`config.mk`:
```
export PLATFORM = sky130hd
export DESIGN_NAME = posit_decode_pipe
export DESIGN_NICKNAME = d
export VERILOG_FILES = /design/src/rtl/posit_pkg.sv /design/src/rtl/posit_lane_decode.sv /design/src/rtl/posit_decode_pipe.sv
export SDC_FILE = /design/constraint.sdc
export NUM_CORES = 1
export LEC_CHECK = 0
export BUFFER_PORTS_ARGS = -buffer_cell sky130_fd_sc_hd__buf_2
export CAP_MARGIN = 25
export CORE_MARGIN = 5
export CORE_UTILIZATION = 40
export DETAILED_ROUTE_END_ITERATION = 6
export SLEW_MARGIN = 20
export SYNTH_ARGS = -nofsm -noshare
export SYNTH_HDL_FRONTEND = slang
export SYNTH_SLANG_ARGS = --single-unit
```
`constraint.sdc`:
```
create_clock -name clk_i -period 3.6 [get_ports clk_i]
set_input_delay 0.36 -clock clk_i [delete_from_list [all_inputs] [get_ports clk_i]]
set_output_delay 0.36 -clock clk_i [all_outputs]
set_load 0.01 [all_outputs]
```
`src/rtl/posit_pkg.sv`:
```
// Shared constants and width helpers for the posit decode pipeline.
// Latency: none (package only).
// Backpressure: not applicable.
package posit_pkg;

   // Per-lane class encoding on out_class_o
   localparam logic [1:0] CLS_ZERO  = 2'b00;
   localparam logic [1:0] CLS_VALID = 2'b01;
   localparam logic [1:0] CLS_NAR   = 2'b10;

   // Signed regime: magnitude up to WIDTH-2 plus sign bit
   function automatic int regi_w(input int width);
      return $clog2(width) + 1;
   endfunction

   // Fraction bits left after sign, shortest regime (2 bits) and exponent
   function automatic int frac_w(input int width, input int es);
      return width - 3 - es;
   endfunction

   // Signed regime*2^ES + exp
   function automatic int scale_w(input int width, input int es);
      return $clog2(width) + es + 1;
   endfunction

   // Exponent port width; kept at one bit (tied to zero) when ES is 0
   function automatic int exp_w(input int es);
      return (es > 0) ? es : 1;
   endfunction

endpackage

```
`src/rtl/posit_lane_decode.sv`:
```
// Per-lane posit field extractor: regime, exponent, fraction and scale from |p|.
// Latency: combinational.
// Backpressure: none; the enclosing pipeline stage owns flow control.
// Ports: cls (lane class), a (two's-complement magnitude of p[WIDTH-2:0]),
//        regime/expo/frac/scale (decoded fields, zero unless cls is valid).
module posit_lane_decode
   import posit_pkg::*;
#(
   parameter int WIDTH = 8,
   parameter int ES    = 2,
   localparam int REGI_W  = regi_w(WIDTH),
   localparam int FRAC_W  = frac_w(WIDTH, ES),
   localparam int SCALE_W = scale_w(WIDTH, ES),
   localparam int EXP_W   = exp_w(ES)
)(
   input  logic [1:0]         cls,
   input  logic [WIDTH-2:0]   a,
   output logic [REGI_W-1:0]  regime,
   output logic [EXP_W-1:0]   expo,
   output logic [FRAC_W-1:0]  frac,
   output logic [SCALE_W-1:0] scale
);

   logic [WIDTH-2:0]   run_x;
   logic [WIDTH-2:0]   rest;
   logic [WIDTH-4:0]   fields;
   logic [REGI_W-1:0]  k;
   logic [REGI_W-1:0]  shamt;
   logic [REGI_W-1:0]  regime_raw;
   logic [EXP_W-1:0]   exp_raw;
   logic [FRAC_W-1:0]  frac_raw;
   logic [SCALE_W-1:0] scale_raw;
   logic               is_valid;

   // XOR against the leading bit turns the regime run into leading zeros;
   // bit WIDTH-2 of run_x is always 0, so the LZD count equals the run length.
   assign run_x = a ^ {(WIDTH-1){a[WIDTH-2]}};

   // Leading-zero detect: highest set bit wins, all-zero gives full run
   always_comb begin : lzd
      k = REGI_W'(WIDTH-1);
      for (int i = 0; i <= WIDTH-2; i++) begin
         if (run_x[i]) k = REGI_W'(WIDTH-2-i);
      end
   end

   // Drop the run and its terminator; shifting past the end fills with zeros
   assign shamt  = k + REGI_W'(1);
   assign rest   = a << shamt;
   assign fields = (WIDTH-3)'(rest >> 2);

   assign regime_raw = a[WIDTH-2] ? (k - REGI_W'(1)) : (REGI_W'(0) - k);

   if (ES > 0) begin : g_exp
      assign exp_raw = fields[WIDTH-4 -: EXP_W];
   end else begin : g_noexp
      assign exp_raw = '0;
   end

   assign frac_raw  = fields[FRAC_W-1:0];
   assign scale_raw = (SCALE_W'($signed(regime_raw)) <<< ES) + SCALE_W'(exp_raw);

   assign is_valid = (cls == CLS_VALID);
   assign regime   = is_valid ? regime_raw : '0;
   assign expo     = is_valid ? exp_raw    : '0;
   assign frac     = is_valid ? frac_raw   : '0;
   assign scale    = is_valid ? scale_raw  : '0;

endmodule

```
`src/rtl/posit_decode_pipe.sv`:
```
// Multi-lane posit<WIDTH,ES> decoder with two registered stages (S1: sign/class/|p|, S2: fields).
// Latency: 2 edges from acceptance to out_valid_o; one transaction per cycle throughput.
// Backpressure: valid/ready; a full pipe with out_ready_i low freezes all state and drops in_ready_o.
// Ports: clk_i/rst_i (sync active-high), flush_i, in_valid_i/in_ready_o/in_data_i,
//        out_valid_o/out_ready_i, per-lane out_sign_o, out_class_o, out_regime_o,
//        out_exp_o (zero when ES=0), out_frac_o, out_scale_o.
module posit_decode_pipe
   import posit_pkg::*;
#(
   parameter int WIDTH = 8,
   parameter int ES    = 2,
   parameter int LANES = 2,
   localparam int REGI_W  = regi_w(WIDTH),
   localparam int FRAC_W  = frac_w(WIDTH, ES),
   localparam int SCALE_W = scale_w(WIDTH, ES),
   localparam int EXP_W   = exp_w(ES),
   localparam int AW      = WIDTH - 1
)(
   input  logic                       clk_i,
   input  logic                       rst_i,
   input  logic                       flush_i,
   input  logic                       in_valid_i,
   output logic                       in_ready_o,
   input  logic [LANES*WIDTH-1:0]     in_data_i,
   output logic                       out_valid_o,
   input  logic                       out_ready_i,
   output logic [LANES-1:0]           out_sign_o,
   output logic [2*LANES-1:0]         out_class_o,
   output logic [LANES*REGI_W-1:0]    out_regime_o,
   output logic [LANES*EXP_W-1:0]     out_exp_o,
   output logic [LANES*FRAC_W-1:0]    out_frac_o,
   output logic [LANES*SCALE_W-1:0]   out_scale_o
);

   // Stage-1 combinational inputs
   logic [LANES-1:0]         in_sign;
   logic [2*LANES-1:0]       in_cls;
   logic [LANES*AW-1:0]      in_a;

   // Stage-1 registers
   logic                     s1_v;
   logic [LANES-1:0]         s1_sign;
   logic [2*LANES-1:0]       s1_cls;
   logic [LANES*AW-1:0]      s1_a;

   // Decoder outputs feeding stage 2
   logic [LANES*REGI_W-1:0]  dec_regime;
   logic [LANES*EXP_W-1:0]   dec_exp;
   logic [LANES*FRAC_W-1:0]  dec_frac;
   logic [LANES*SCALE_W-1:0] dec_scale;

   // Stage-2 registers
   logic                     s2_v;
   logic [LANES-1:0]         s2_sign;
   logic [2*LANES-1:0]       s2_cls;
   logic [LANES*REGI_W-1:0]  s2_regime;
   logic [LANES*EXP_W-1:0]   s2_exp;
   logic [LANES*FRAC_W-1:0]  s2_frac;
   logic [LANES*SCALE_W-1:0] s2_scale;

   logic s2_open;
   logic s1_open;
   logic in_fire;

   for (genvar l = 0; l < LANES; l++) begin : g_lane
      logic [WIDTH-1:0] p;
      assign p = in_data_i[l*WIDTH +: WIDTH];

      assign in_sign[l]       = p[WIDTH-1];
      assign in_cls[2*l +: 2] = (p == '0)            ? CLS_ZERO :
                                (p[WIDTH-2:0] == '0) ? CLS_NAR  : CLS_VALID;
      assign in_a[l*AW +: AW] = p[WIDTH-1] ? (~p[WIDTH-2:0] + AW'(1)) : p[WIDTH-2:0];

      posit_lane_decode #(
         .WIDTH (WIDTH),
         .ES    (ES)
      ) u_dec (
         .cls    (s1_cls[2*l +: 2]),
         .a      (s1_a[l*AW +: AW]),
         .regime (dec_regime[l*REGI_W +: REGI_W]),
         .expo   (dec_exp[l*EXP_W +: EXP_W]),
         .frac   (dec_frac[l*FRAC_W +: FRAC_W]),
         .scale  (dec_scale[l*SCALE_W +: SCALE_W])
      );
   end

   // A stage can load when empty or when its contents leave this same edge
   assign s2_open    = !s2_v || out_ready_i;
   assign s1_open    = !s1_v || s2_open;
   assign in_ready_o = !rst_i && s1_open;
   // Flush discards the transaction offered alongside it
   assign in_fire    = in_valid_i && in_ready_o && !flush_i;

   always_ff @(posedge clk_i) begin
      if (rst_i) begin
         s1_v      <= 1'b0;
         s1_sign   <= '0;
         s1_cls    <= '0;
         s1_a      <= '0;
         s2_v      <= 1'b0;
         s2_sign   <= '0;
         s2_cls    <= '0;
         s2_regime <= '0;
         s2_exp    <= '0;
         s2_frac   <= '0;
         s2_scale  <= '0;
      end else begin
         if (s2_open && s1_v) begin
            s2_sign   <= s1_sign;
            s2_cls    <= s1_cls;
            s2_regime <= dec_regime;
            s2_exp    <= dec_exp;
            s2_frac   <= dec_frac;
            s2_scale  <= dec_scale;
         end
         if (in_fire) begin
            s1_sign <= in_sign;
            s1_cls  <= in_cls;
            s1_a    <= in_a;
         end
         if (flush_i) begin
            s1_v <= 1'b0;
            s2_v <= 1'b0;
         end else begin
            if (s2_open) s2_v <= s1_v;
            if (s1_open) s1_v <= in_fire;
         end
      end
   end

   assign out_valid_o  = s2_v && !rst_i;
   assign out_sign_o   = s2_sign;
   assign out_class_o  = s2_cls;
   assign out_regime_o = s2_regime;
   assign out_exp_o    = s2_exp;
   assign out_frac_o   = s2_frac;
   assign out_scale_o  = s2_scale;

endmodule

```
* After elaboration in Yosys (flattened, before gate mapping) *
Cells that the tools add are included.
Widths: inputs -> output; s select.

word-level totals
  word-level logic and storage cells = 75
  output and inout bits = 38
  bits in registers = 58

cells by class
  reductions and logical operators = 16
  eq/ne operators = 2
  add/subtract/negate cells = 10
  bitwise operators = 4
  mux-type cells = 30
  shifts and indexed selects = 2

operators by type and width
  cell                 count
  $mux 4               16
  $logic_not 8->1      2
  $add 7x1->7 const B  2
  $logic_not 7->1      2
  $mux 7               2
  $not 7->7            2
  $shl 7x4->7          2
  $xor 7x7->7          2
  $add 6x2->6          2
  $mux 2               6
  $mux 6               2
  $add 4x1->4 const B  2
  $sub 1x4->4 const A  2
  $sub 4x1->4 const B  2
  $mux 3               2
  $logic_and 1x1->1    5
  $eq 2x1->1 const B   2
  $logic_not 1->1      4
  $logic_or 1x1->1     2
  $mux 1               2
  $reduce_or 2->1      1

* Longest topological paths before layout *
  depth in word-level cells = 12
  depth in mapped cells = 13

* By module *
A second synthesis with hierarchy kept.

unflattened totals
  cells, all modules = 476
  area, all modules = 3,654.8 µm²

modules (own cells, without submodules)
  module             sequential area each (µm²)  times used  area an instance (µm²)  cells each
  posit_decode_pipe  1,161.1                     1           2,308.5                 276
  posit_lane_decode  0.0                         2           673.1                   100

* Worst setup path after synthesis *
No wires, ideal clock.

  path kind = register -> register
  start = register s1_a[11]
  end = register s2_scale[7], in the netlist out_scale_o[7]
  period minus slack after synthesis = 2.581 ns
  slack = 1.019 ns
  path buffers = 3
  cell stages (with the launch flop) = 12
  data arrival time = 2.463 ns
  required time = 3.483 ns
  path through = dfxtp_1 buf_6 clkbuf_1 nand2_1 nor2_1 o21ai_0 ha_1 clkbuf_1 nor2_1 and4_1 or4_1 a32o_1

between the ends
  cells in the longest elaborated chain, start to end = 8

RTL lines
  item                    RTL line                  RTL
  start, declared         posit_decode_pipe.sv:44   logic [LANES*AW-1:0] s1_a;
  start signal, assigned  posit_decode_pipe.sv:119  s1_a <= in_a;
  $xor 7x7->7             posit_lane_decode.sv:37   assign run_x = a ^ {(WIDTH-1){a[WIDTH-2]}};
  $mux 4 (3 in a row)     posit_lane_decode.sv:43   if (run_x[i]) k = REGI_W'(WIDTH-2-i);
  $add 4x1->4             posit_lane_decode.sv:48   assign shamt = k + REGI_W'(1);
  $shl 7x4->7 *           posit_lane_decode.sv:49   assign rest = a << shamt;
  $add 6x2->6 *           posit_lane_decode.sv:61   assign scale_raw = (SCALE_W'($signed(regime_raw)) <<< ES) + SCALE_W'(exp_raw);
  $mux 6 *                posit_lane_decode.sv:67   assign scale = is_valid ? scale_raw : '0;
  end signal, assigned    posit_decode_pipe.sv:114  s2_scale <= dec_scale;
  end, declared           posit_decode_pipe.sv:59   logic [LANES*SCALE_W-1:0] s2_scale;

Every way passes the cells marked *; elsewhere a longest branch is shown, timed or not.
A chain may end at the register's enable or synchronous reset.

* Worst setup path after layout *
  start = register s1_a[10]
  end = register s2_scale[7], in the netlist out_scale_o[7]

between the ends
  cells in the longest elaborated chain, start to end = 9

RTL lines
  item                 RTL line
  $xor 7x7->7          posit_lane_decode.sv:37
  $mux 4 (4 in a row)  posit_lane_decode.sv:43
  $add 4x1->4          posit_lane_decode.sv:48
  $shl 7x4->7 *        posit_lane_decode.sv:49
  $add 6x2->6 *        posit_lane_decode.sv:61
  $mux 6 *             posit_lane_decode.sv:67

Marked as above.

==> results.json <==
{
  "ir_worst_vdd_v": 0.000144,
  "ant_nets": 0,
  "dieWidth_um": 101,
  "cp_max_fo": 13,
  "postSynthCellCount": 435,
  "post-route-drc-count": 0,
  "ys_seq_area_share_pct": 28.0,
  "cts-resized-gates": 0,
  "avgRoutedWirePerCell_um": 14.8,
  "syn-num-nets": 462,
  "nets": 487,
  "design_power_total_mw": 1.30,
  "pre_cts_ws_ns": 0.657,
  "status": "completed",
  "syn_area_um2": 3290,
  "cts.sinks": 46,
  "skew_ns": 0.00526,
  "clk_latency_ns": 0.30,
  "hold_class": "in -> reg",
  "synth_warnings": 0,
  "power.share.clock_pct": 25.9,
  "cts_setup_buffers": 0,
  "gp_congestion": 0.875,
  "synth_edf_count": 0,
  "numPlacedInstances": 558,
  "worst_pin_slew_ns": 0.857,
  "drv_slew": 0,
  "finalCritPeriodShare_pct": 83.1,
  "drive_above_1_share_pct": 19.1,
  "final_cell_mix": "nand2_1, buf_2, dfxtp_1",
  "dr.pass1.iters": 4,
  "grt_pass1_vias": 2835,
  "cts_buffer_depth": 2,
  "final_cells": 566,
  "initial_core_util_pct": 40.5,
  "fin_tns_setup_ns": 0,
  "synth_flop_cell": "dfxtp_1",
  "cts_tree": "yes",
  "synth_seq_cells": 46,
  "finalHoldViolations": 0,
  "rrSetupSlack_ns": 0.61,
  "max_freq_mhz": 334,
  "rows": 33,
  "routed_wl_um": 8400,
  "p_leak_nw": 1.47,
  "setup_violations": 0,
  "grt_overflow_total": 0,
  "synth_area_per_cell_um2": 7.57,
  "synthArstFlopShare_pct": 0,
  "layout_commonest_cell": "nand2_1",
  "cts_buffers": 5,
  "crit_type": "reg -> reg",
  "nFillCells": 841,
  "drt-initial-drc-count": 204,
  "p_seq_share_pct": 42.4,
  "die_h_um": 101,
  "worstPathArrival_ns": 3.20,
  "clockRootBuffer": "clkbuf_8",
  "p_int_mw": 0.827,
  "grt_max_degree": 43,
  "antenna_cells": 0,
  "p_sw_mw": 0.469,
  "antenna_found_initial": 0,
  "setup_slack_ns": 0.608,
  "track_usage_pct": 16.6,
  "netSwitchingFraction_pct": 36.2,
  "area_growth_pct": 9.80,
  "end_kind": "flip-flop",
  "grt_pass1_wl_um": 13900,
  "required_ns": 3.81,
  "coreArea_um2": 8130,
  "crit_path_start_kind": "flip-flop",
  "synth.distinct_cells": 74,
  "slew_headroom_pct": 42.9,
  "cts_htree_levels": 2,
  "vias_per_cell": 5.57,
  "io_pins": 59,
  "comb_power_share_pct": 31.6,
  "path_clk_slew_ns": 0.10,
  "rsz0062_at_grt": "false",
  "hpwl_um": 6400,
  "numPortBuffers": 58,
  "power_per_cell_area_nw_per_um2": 358,
  "hold_buffers": 0,
  "drv_cap": 0,
  "vias": 3151,
  "design.die.area_um2": 10200,
  "period_minus_slack_ns": 2.99
}
==> worst max-delay path, stage by stage (launching register included) <==
cell and delay [ns]:
dfxtp_1 0.63, inv_1 0.22, o211ai_1 0.26, nand3_2 0.20
inv_2 0.15, ha_1 0.35, nand2_1 0.13, and4b_1 0.21
or4_1 0.49, a32o_1 0.25
==> metrics by stage <==
step / cell area, µm² / utilization, % / hold slack [ns]
3_3_place_gp: 3520 / 43.3 / 0.438
6_report: 3620 / 44.5 / 0.223
2_1_floorplan: 3290 / - / 0.432
5_1_grt: 3620 / 44.5 / 0.226
3_5_place_dp: 3520 / 43.3 / 0.446
4_1_cts: 3620 / 44.5 / 0.218
==> logic make-up (layout without fill, tap and decap cells) <==
group	Yosys count	in the layout	synth area share, %
simple gates	167	167	26.6
compound gates	126	126	27.0
buf+inv	68	94	9.84
flops	46	46	28.0
xor+xnor	15	15	3.99
fa+ha+maj	8	8	2.89
mux	5	5	1.67
==> state kept, by name, indices dropped and copies added, names as in the netlist <==
signal,flops
s1_a,14
out_regime_o,8
out_frac_o,6
out_class_o,4
s1_cls,4
out_exp_o,3
out_sign_o,2
s1_sign,2
out_scale_o,1
s1_v,1
s2_v,1
==> cell type report <==
class / instances / area, µm² / share of cell area, %
multi-input cells: 321 / 2050 / 56.7
flip-flops and latches: 46 / 921 / 25.5
clock inverters: 3 / 25.0 / 0.692
inverters: 21 / 78.8 / 2.18
well taps: 105 / 131 / 3.63
clock buffers: 5 / 68.8 / 1.90
repair buffers: 65 / 343 / 9.48
==> cell usage after synthesis (8+ instances only) <==
master    number  area, µm²
nand3_1       10       50.1
clkbuf_1      26       97.6
nor3_1         9       45.0
xnor2_1        8       70.1
nand2_1       61        229
o21ai_0       21        105
o31ai_1       11       82.6
buf_4         13       97.6
nor2_1        24       90.1
inv_1         18       67.6
a21oi_1       33        165
dfxtp_1       46        921
==> power groups by stage <==
stage	sequential [mW]	combinational (mW)	clock [mW]
4_1_cts	0.550	0.410	0.347
5_1_grt	0.555	0.457	0.368
3_5_place_dp	0.562	0.408	0
2_1_floorplan	0.543	0.332	0
3_3_place_gp	0.562	0.406	0
6_report	0.550	0.410	0.336
==> path summary, 6_finish.rpt <==
| path | startpoint | endpoint | cells past startpoint |
|---|---|---|---|
| max | s1_a[10] | out_scale_o[7] | 9 |
| min reg2reg | out_frac_o[3] | out_frac_o[3] | 2 |
| min | flush_i | s1_v | 2 |
| max reg2reg | s1_a[10] | out_scale_o[7] | 9 |
==> routing by layer <==
metal | wire length, µm | up-vias | global-route usage [%]
met3 | 468 | 6 | 2.84
met2 | 3430 | 93 | 23.9
li1 | - | 1616 | -
met4 | 79 | 0 | 3.83
met5 | 0 | - | 0
met1 | 4430 | 1436 | 25.4
(Power assumes the default switching activity.)
